==> config.mk <==
export PLATFORM = sky130hd
export DESIGN_NAME = alu_share_ctrl
export DESIGN_NICKNAME = d
export VERILOG_FILES = /design/src/rtl/alu_share_ctrl.sv
export SDC_FILE = /design/constraint.sdc
export NUM_CORES = 1
export LEC_CHECK = 0
export CAP_MARGIN = 40
export CORE_ASPECT_RATIO = 0.6
export CORE_MARGIN = 4
export CORE_UTILIZATION = 43
export CTS_CLUSTER_DIAMETER = 30
export DETAILED_ROUTE_END_ITERATION = 8
export PLACE_DENSITY = 0.92
export SETUP_SLACK_MARGIN = 0.3
export SLEW_MARGIN = 20
export SYNTH_ARGS = -nofsm -noshare
export SYNTH_HDL_FRONTEND = slang
export SYNTH_SLANG_ARGS = --single-unit
==> constraint.sdc <==
create_clock -name clk -period 4.4 [get_ports clk]
set_input_delay 0.88 -clock clk [delete_from_list [all_inputs] [get_ports clk]]
set_output_delay 0.88 -clock clk [all_outputs]
set_load 0.01 [all_outputs]
==> src/rtl/alu_share_ctrl.sv <==
// Round-robin sequencer sharing one combinational ALU between two requesters.
// Optional illegal-op checking is enabled by defining ALU_SHARE_OPCHECK_EN.
module alu_share_ctrl #(
    parameter int unsigned WIDTH = 16,
    parameter int unsigned OPW   = 3
) (
    input  logic             clk,
    input  logic             reset,
    input  logic             req0_valid,
    output logic             req0_ready,
    input  logic [WIDTH-1:0] req0_a,
    input  logic [WIDTH-1:0] req0_b,
    input  logic [OPW-1:0]   req0_op,
    input  logic             req1_valid,
    output logic             req1_ready,
    input  logic [WIDTH-1:0] req1_a,
    input  logic [WIDTH-1:0] req1_b,
    input  logic [OPW-1:0]   req1_op,
    output logic [WIDTH-1:0] alu_a,
    output logic [WIDTH-1:0] alu_b,
    output logic [OPW-1:0]   alu_op_select,
    input  logic [WIDTH-1:0] alu_result,
    output logic             rsp_valid,
    input  logic             rsp_ready,
    output logic             rsp_id,
    output logic [WIDTH-1:0] rsp_result,
    output logic             rsp_err,
    output logic             busy
);

    localparam logic [1:0] IDLE = 2'd0;
    localparam logic [1:0] EXEC = 2'd1;
    localparam logic [1:0] RESP = 2'd2;

    logic [1:0]       state_q, state_d;
    logic [WIDTH-1:0] a_q, a_d;
    logic [WIDTH-1:0] b_q, b_d;
    logic [OPW-1:0]   op_q, op_d;
    logic             id_q, id_d;
    logic             last_id_q, last_id_d;
    logic [WIDTH-1:0] rsp_result_q, rsp_result_d;
    logic             rsp_id_q, rsp_id_d;
    logic             rsp_err_q, rsp_err_d;

    logic idle;
    logic gnt0, gnt1;
    logic acc0, acc1;
    logic op_illegal;

    assign idle = (state_q == IDLE);

    // On contention the requester not served last wins; last_id_q=1 favours req0.
    assign gnt0 = req0_valid && (!req1_valid || last_id_q);
    assign gnt1 = req1_valid && (!req0_valid || !last_id_q);

    assign req0_ready = idle && gnt0;
    assign req1_ready = idle && gnt1;
    assign acc0       = req0_valid && req0_ready;
    assign acc1       = req1_valid && req1_ready;

`ifdef ALU_SHARE_OPCHECK_EN
    assign op_illegal = (op_q == OPW'(1)) || (op_q == OPW'(6)) || (op_q == OPW'(7));
`else
    assign op_illegal = 1'b0;
`endif

    assign alu_a         = a_q;
    assign alu_b         = b_q;
    assign alu_op_select = (state_q == EXEC && op_illegal) ? '0 : op_q;

    assign rsp_valid  = (state_q == RESP);
    assign rsp_id     = rsp_id_q;
    assign rsp_result = rsp_result_q;
    assign rsp_err    = rsp_err_q;
    assign busy       = !idle;

    always_comb begin
        state_d      = state_q;
        a_d          = a_q;
        b_d          = b_q;
        op_d         = op_q;
        id_d         = id_q;
        last_id_d    = last_id_q;
        rsp_result_d = rsp_result_q;
        rsp_id_d     = rsp_id_q;
        rsp_err_d    = rsp_err_q;
        case (state_q)
            IDLE: begin
                if (acc0) begin
                    a_d     = req0_a;
                    b_d     = req0_b;
                    op_d    = req0_op;
                    id_d    = 1'b0;
                    state_d = EXEC;
                end else if (acc1) begin
                    a_d     = req1_a;
                    b_d     = req1_b;
                    op_d    = req1_op;
                    id_d    = 1'b1;
                    state_d = EXEC;
                end
            end
            EXEC: begin
                rsp_result_d = op_illegal ? '0 : alu_result;
                rsp_err_d    = op_illegal;
                rsp_id_d     = id_q;
                last_id_d    = id_q;
                state_d      = RESP;
            end
            RESP: begin
                if (rsp_ready) begin
                    state_d = IDLE;
                end
            end
            default: state_d = IDLE;
        endcase
    end

    always_ff @(posedge clk or posedge reset) begin
        if (reset) begin
            state_q      <= IDLE;
            a_q          <= '0;
            b_q          <= '0;
            op_q         <= '0;
            id_q         <= 1'b0;
            last_id_q    <= 1'b1;
            rsp_result_q <= '0;
            rsp_id_q     <= 1'b0;
            rsp_err_q    <= 1'b0;
        end else begin
            state_q      <= state_d;
            a_q          <= a_d;
            b_q          <= b_d;
            op_q         <= op_d;
            id_q         <= id_d;
            last_id_q    <= last_id_d;
            rsp_result_q <= rsp_result_d;
            rsp_id_q     <= rsp_id_d;
            rsp_err_q    <= rsp_err_d;
        end
    end

endmodule
==> results.toml <==
[timing]
finalSetupViolCount = 0
fmax_mhz = 281
rsz0062_at_grt = "false"
slew_headroom_pct = 44.5
skew_ps = 9.83
timing.hold.ws_ps = 496
hold_viol_final = 0
worst_slew_pin_slew_ps = 831
fin_crit_sh_pct = 81.0
setup_tns_ps = 0
fin_ws_ps = 835
period_minus_slack_ps = 3570
slew_viol_final = 0

[critical_path]
worstPathMaxFanout = 36
path_common_cell = "clkdlybuf4s50_1"
required_ps = 3520
endpoint_kind = "output port"
worstPathCellList = "clkdlybuf4s50_1 > nand2b_2 > nand3_4 > inv_1 > clkdlybuf4s50_1"
cpMaxStageDelayCell = "clkdlybuf4s50_1"
start_kind = "primary input"
max_stage_delay_ps = 550
reg2regPathDepth = 3
cp.arrival_ps = 2690
crit_type = "primary input to output port"

[floorplan]
fp.dieH_um = 70.6
row_count = 22
core_um2 = 6220
io_pins = 148
die_x_um = 112
die-area_um2 = 7940
start_util_pct = 45.2

[synth]
avgSynthCellArea_um2 = 12.4
synth_top_area_share_pct = 48.9
yosysWarningCount = 0
synthFlopType = "dfrtp_1"
synth_cell_type_count = 26
async_flop_share_pct = 100
synthTopCellsByCount = "dfrtp_1, a221o_1, nor3b_1"
synth-seq-cells = 56
syn_inst = 227
yosysMostFrequentCell = "dfrtp_1"
synth_edf_count = 0
yosysTopAreaCell = "dfrtp_1"
synth_area_leaders = "dfrtp_1, a221o_1, nor3b_1, and4_1, mux2_2"
yosysSeqAreaShare_pct = 49.9
syn-cell-area_um2 = 2810
synth_nets = 318

[placed_design]
dpl_cell_area_um2 = 4270
gp_congestion = 0.775
port_buffers = 146
dp_hpwl_um = 6040
pre_cts_ws_ps = 802

[global_route]
grt_overflow = 0
track_usage_pct = 21.0
grt_max_degree = 57
grt_pass1_wl_um = 13400
antenna_found_initial = 0
grt_pass1_vias = 2516

[power]
p_clk_share_pct = 9.7
switching_power_mw = 1.01
p_per_area_nw_per_um2 = 640
p_comb_share_pct = 56.1
intPower_mw = 1.79
seqPwrFrac_pct = 34.3
vdd_drop_max_mv = 0.328
p_leak_nw = 1.73
swShare_pct = 36.1

[detailed_routing]
drc = 0
first_pass_iters = 4
wire_per_inst_um = 19.3
dr_total_vias = 2481
drtIter0Drc = 106
avgViaCountPerCell = 5.60
wirelength_um = 8550
ant_nets = 0

[worst_hold_path]
hold_depth = 2
hp-class = "register to register"

[clock_network]
clock_path_buffers = 2
cts-root-buf = "clkbuf_8"
cts-htree-levels = 2
clkLatencyLatePin_ps = 300
postCtsHoldBufs = 0
cts_tree = "done"
cts_resized = 0
cts_buffers = 5
cts_setup_buffers = 0
cts.reportedPaths.clkPinSlew_ps = 100
cts_num_sinks = 56

[cells_and_area]
fin_util_pct = 70.2
drive_above_1_share_pct = 11.7
diodes = 0
final_area_um2 = 4370
area_growth_pct = 55.2
layout.nets = 449

[status]
outcome = "completed"

[job]
maxCapViolCount = 0
==> worst paths after layout <==
kind	to	from	slack [ps]
setup reg to reg	alu_op_select[2]	state_q[1]	2160
max in group asynchronous	alu_a[13]	reset	2910
min in group asynchronous	alu_a[0]	reset	1020
setup / recovery	req0_ready	req1_valid	830
hold / removal	rsp_id	rsp_id	500
hold reg to reg	rsp_id	rsp_id	500
==> per-layer routing <==
metal  wire length [um]  track usage, %  vias to the layer above  part of all wire, %
met4                 74            4.27                        0                 0.87
met1               3820            28.8                     1214                   45
li1                   -               -                     1148                    -
met3                764            7.61                        8                  8.9
met5                  0               0                        -                    0
met2               3880            32.5                      111                   45
==> cells by family (layout without fill, tap and decap cells) <==
kind of cell	after synthesis	in the layout	synth area share (%)
AOI/OAI and AO/OA	39	39	13.6
buffers and inverters	32	164	6.41
DFF	56	56	49.9
muxes	16	16	6.41
other	1	1	0.133
and+or+nand+nor	83	83	23.6
==> critical path, delay by kind of cell <==
family                 cells  cell delay (ps)
and+or+nand+nor            2              510
buffers and inverters      3             1280
==> stage by stage <==
step | power, mW | std cells
2_1_floorplan | 1.76 | 227
3_3_place_gp | 2.45 | 433
3_5_place_dp | 2.53 | 434
4_1_cts | 2.80 | 442
5_1_grt | 2.97 | 443
6_report | 2.79 | 443
==> state kept, by name, indices dropped and copies added, names as in the netlist <==
register and cells:
rsp_id 1, rsp_result 16, alu_op_select 3, alu_b 16
alu_a 16, state_q 2, last_id_q 1, id_q 1
==> layout make-up <==
class | count | area, um2
well taps | 84 | 105
multi-input cells | 139 | 1230
fillers | 466 | 1850
clock inverters | 2 | 12.5
inverters | 5 | 21.3
clock buffers | 6 | 72.6
repair buffers | 151 | 1520
flip-flops and latches | 56 | 1400
==> power by group through the flow <==
stage	clock network [mW]	registers (mW)	logic, mW
global placement	0	0.949	1.50
CTS	0.279	0.955	1.57
floorplan	0	1.05	0.716
detailed placement	0	0.960	1.57
finish	0.270	0.957	1.57
global route	0.300	0.986	1.69
==> placed cells by master (no fill, tap or decap) <==
| master | netlist | final |
|---|---|---|
| and4_2 | 5 | 5 |
| clkbuf_1 | 8 | 1 |
| buf_4 | 2 | 3 |
| nand3b_1 | 1 | 1 |
| and4_4 | 1 | 1 |
| dfstp_2 | 1 | 1 |
| a221o_1 | 35 | 35 |
| mux2_2 | 16 | 16 |
| inv_1 | 4 | 3 |
| nand3_4 | 1 | 1 |
| clkbuf_8 | 0 | 5 |
| dfrtp_1 | 55 | 55 |
| o21ai_4 | 1 | 1 |
| and4_1 | 29 | 29 |
| conb_1 | 1 | 1 |
| nand2_1 | 5 | 5 |
| inv_2 | 1 | 1 |
| nor2_2 | 1 | 1 |
| nor3b_1 | 35 | 35 |
| buf_16 | 0 | 1 |
| clkinv_2 | 0 | 1 |
| clkinvlp_4 | 0 | 1 |
| o21ai_0 | 1 | 1 |
| inv_4 | 0 | 1 |
| nand2b_1 | 2 | 2 |
| nor2_1 | 1 | 1 |
| nor2_4 | 1 | 1 |
| a21oi_1 | 2 | 2 |
| nand2b_2 | 1 | 1 |
| clkdlybuf4s50_1 | 0 | 146 |
| buf_6 | 5 | 1 |
Power figures use the tool's default switching activity.
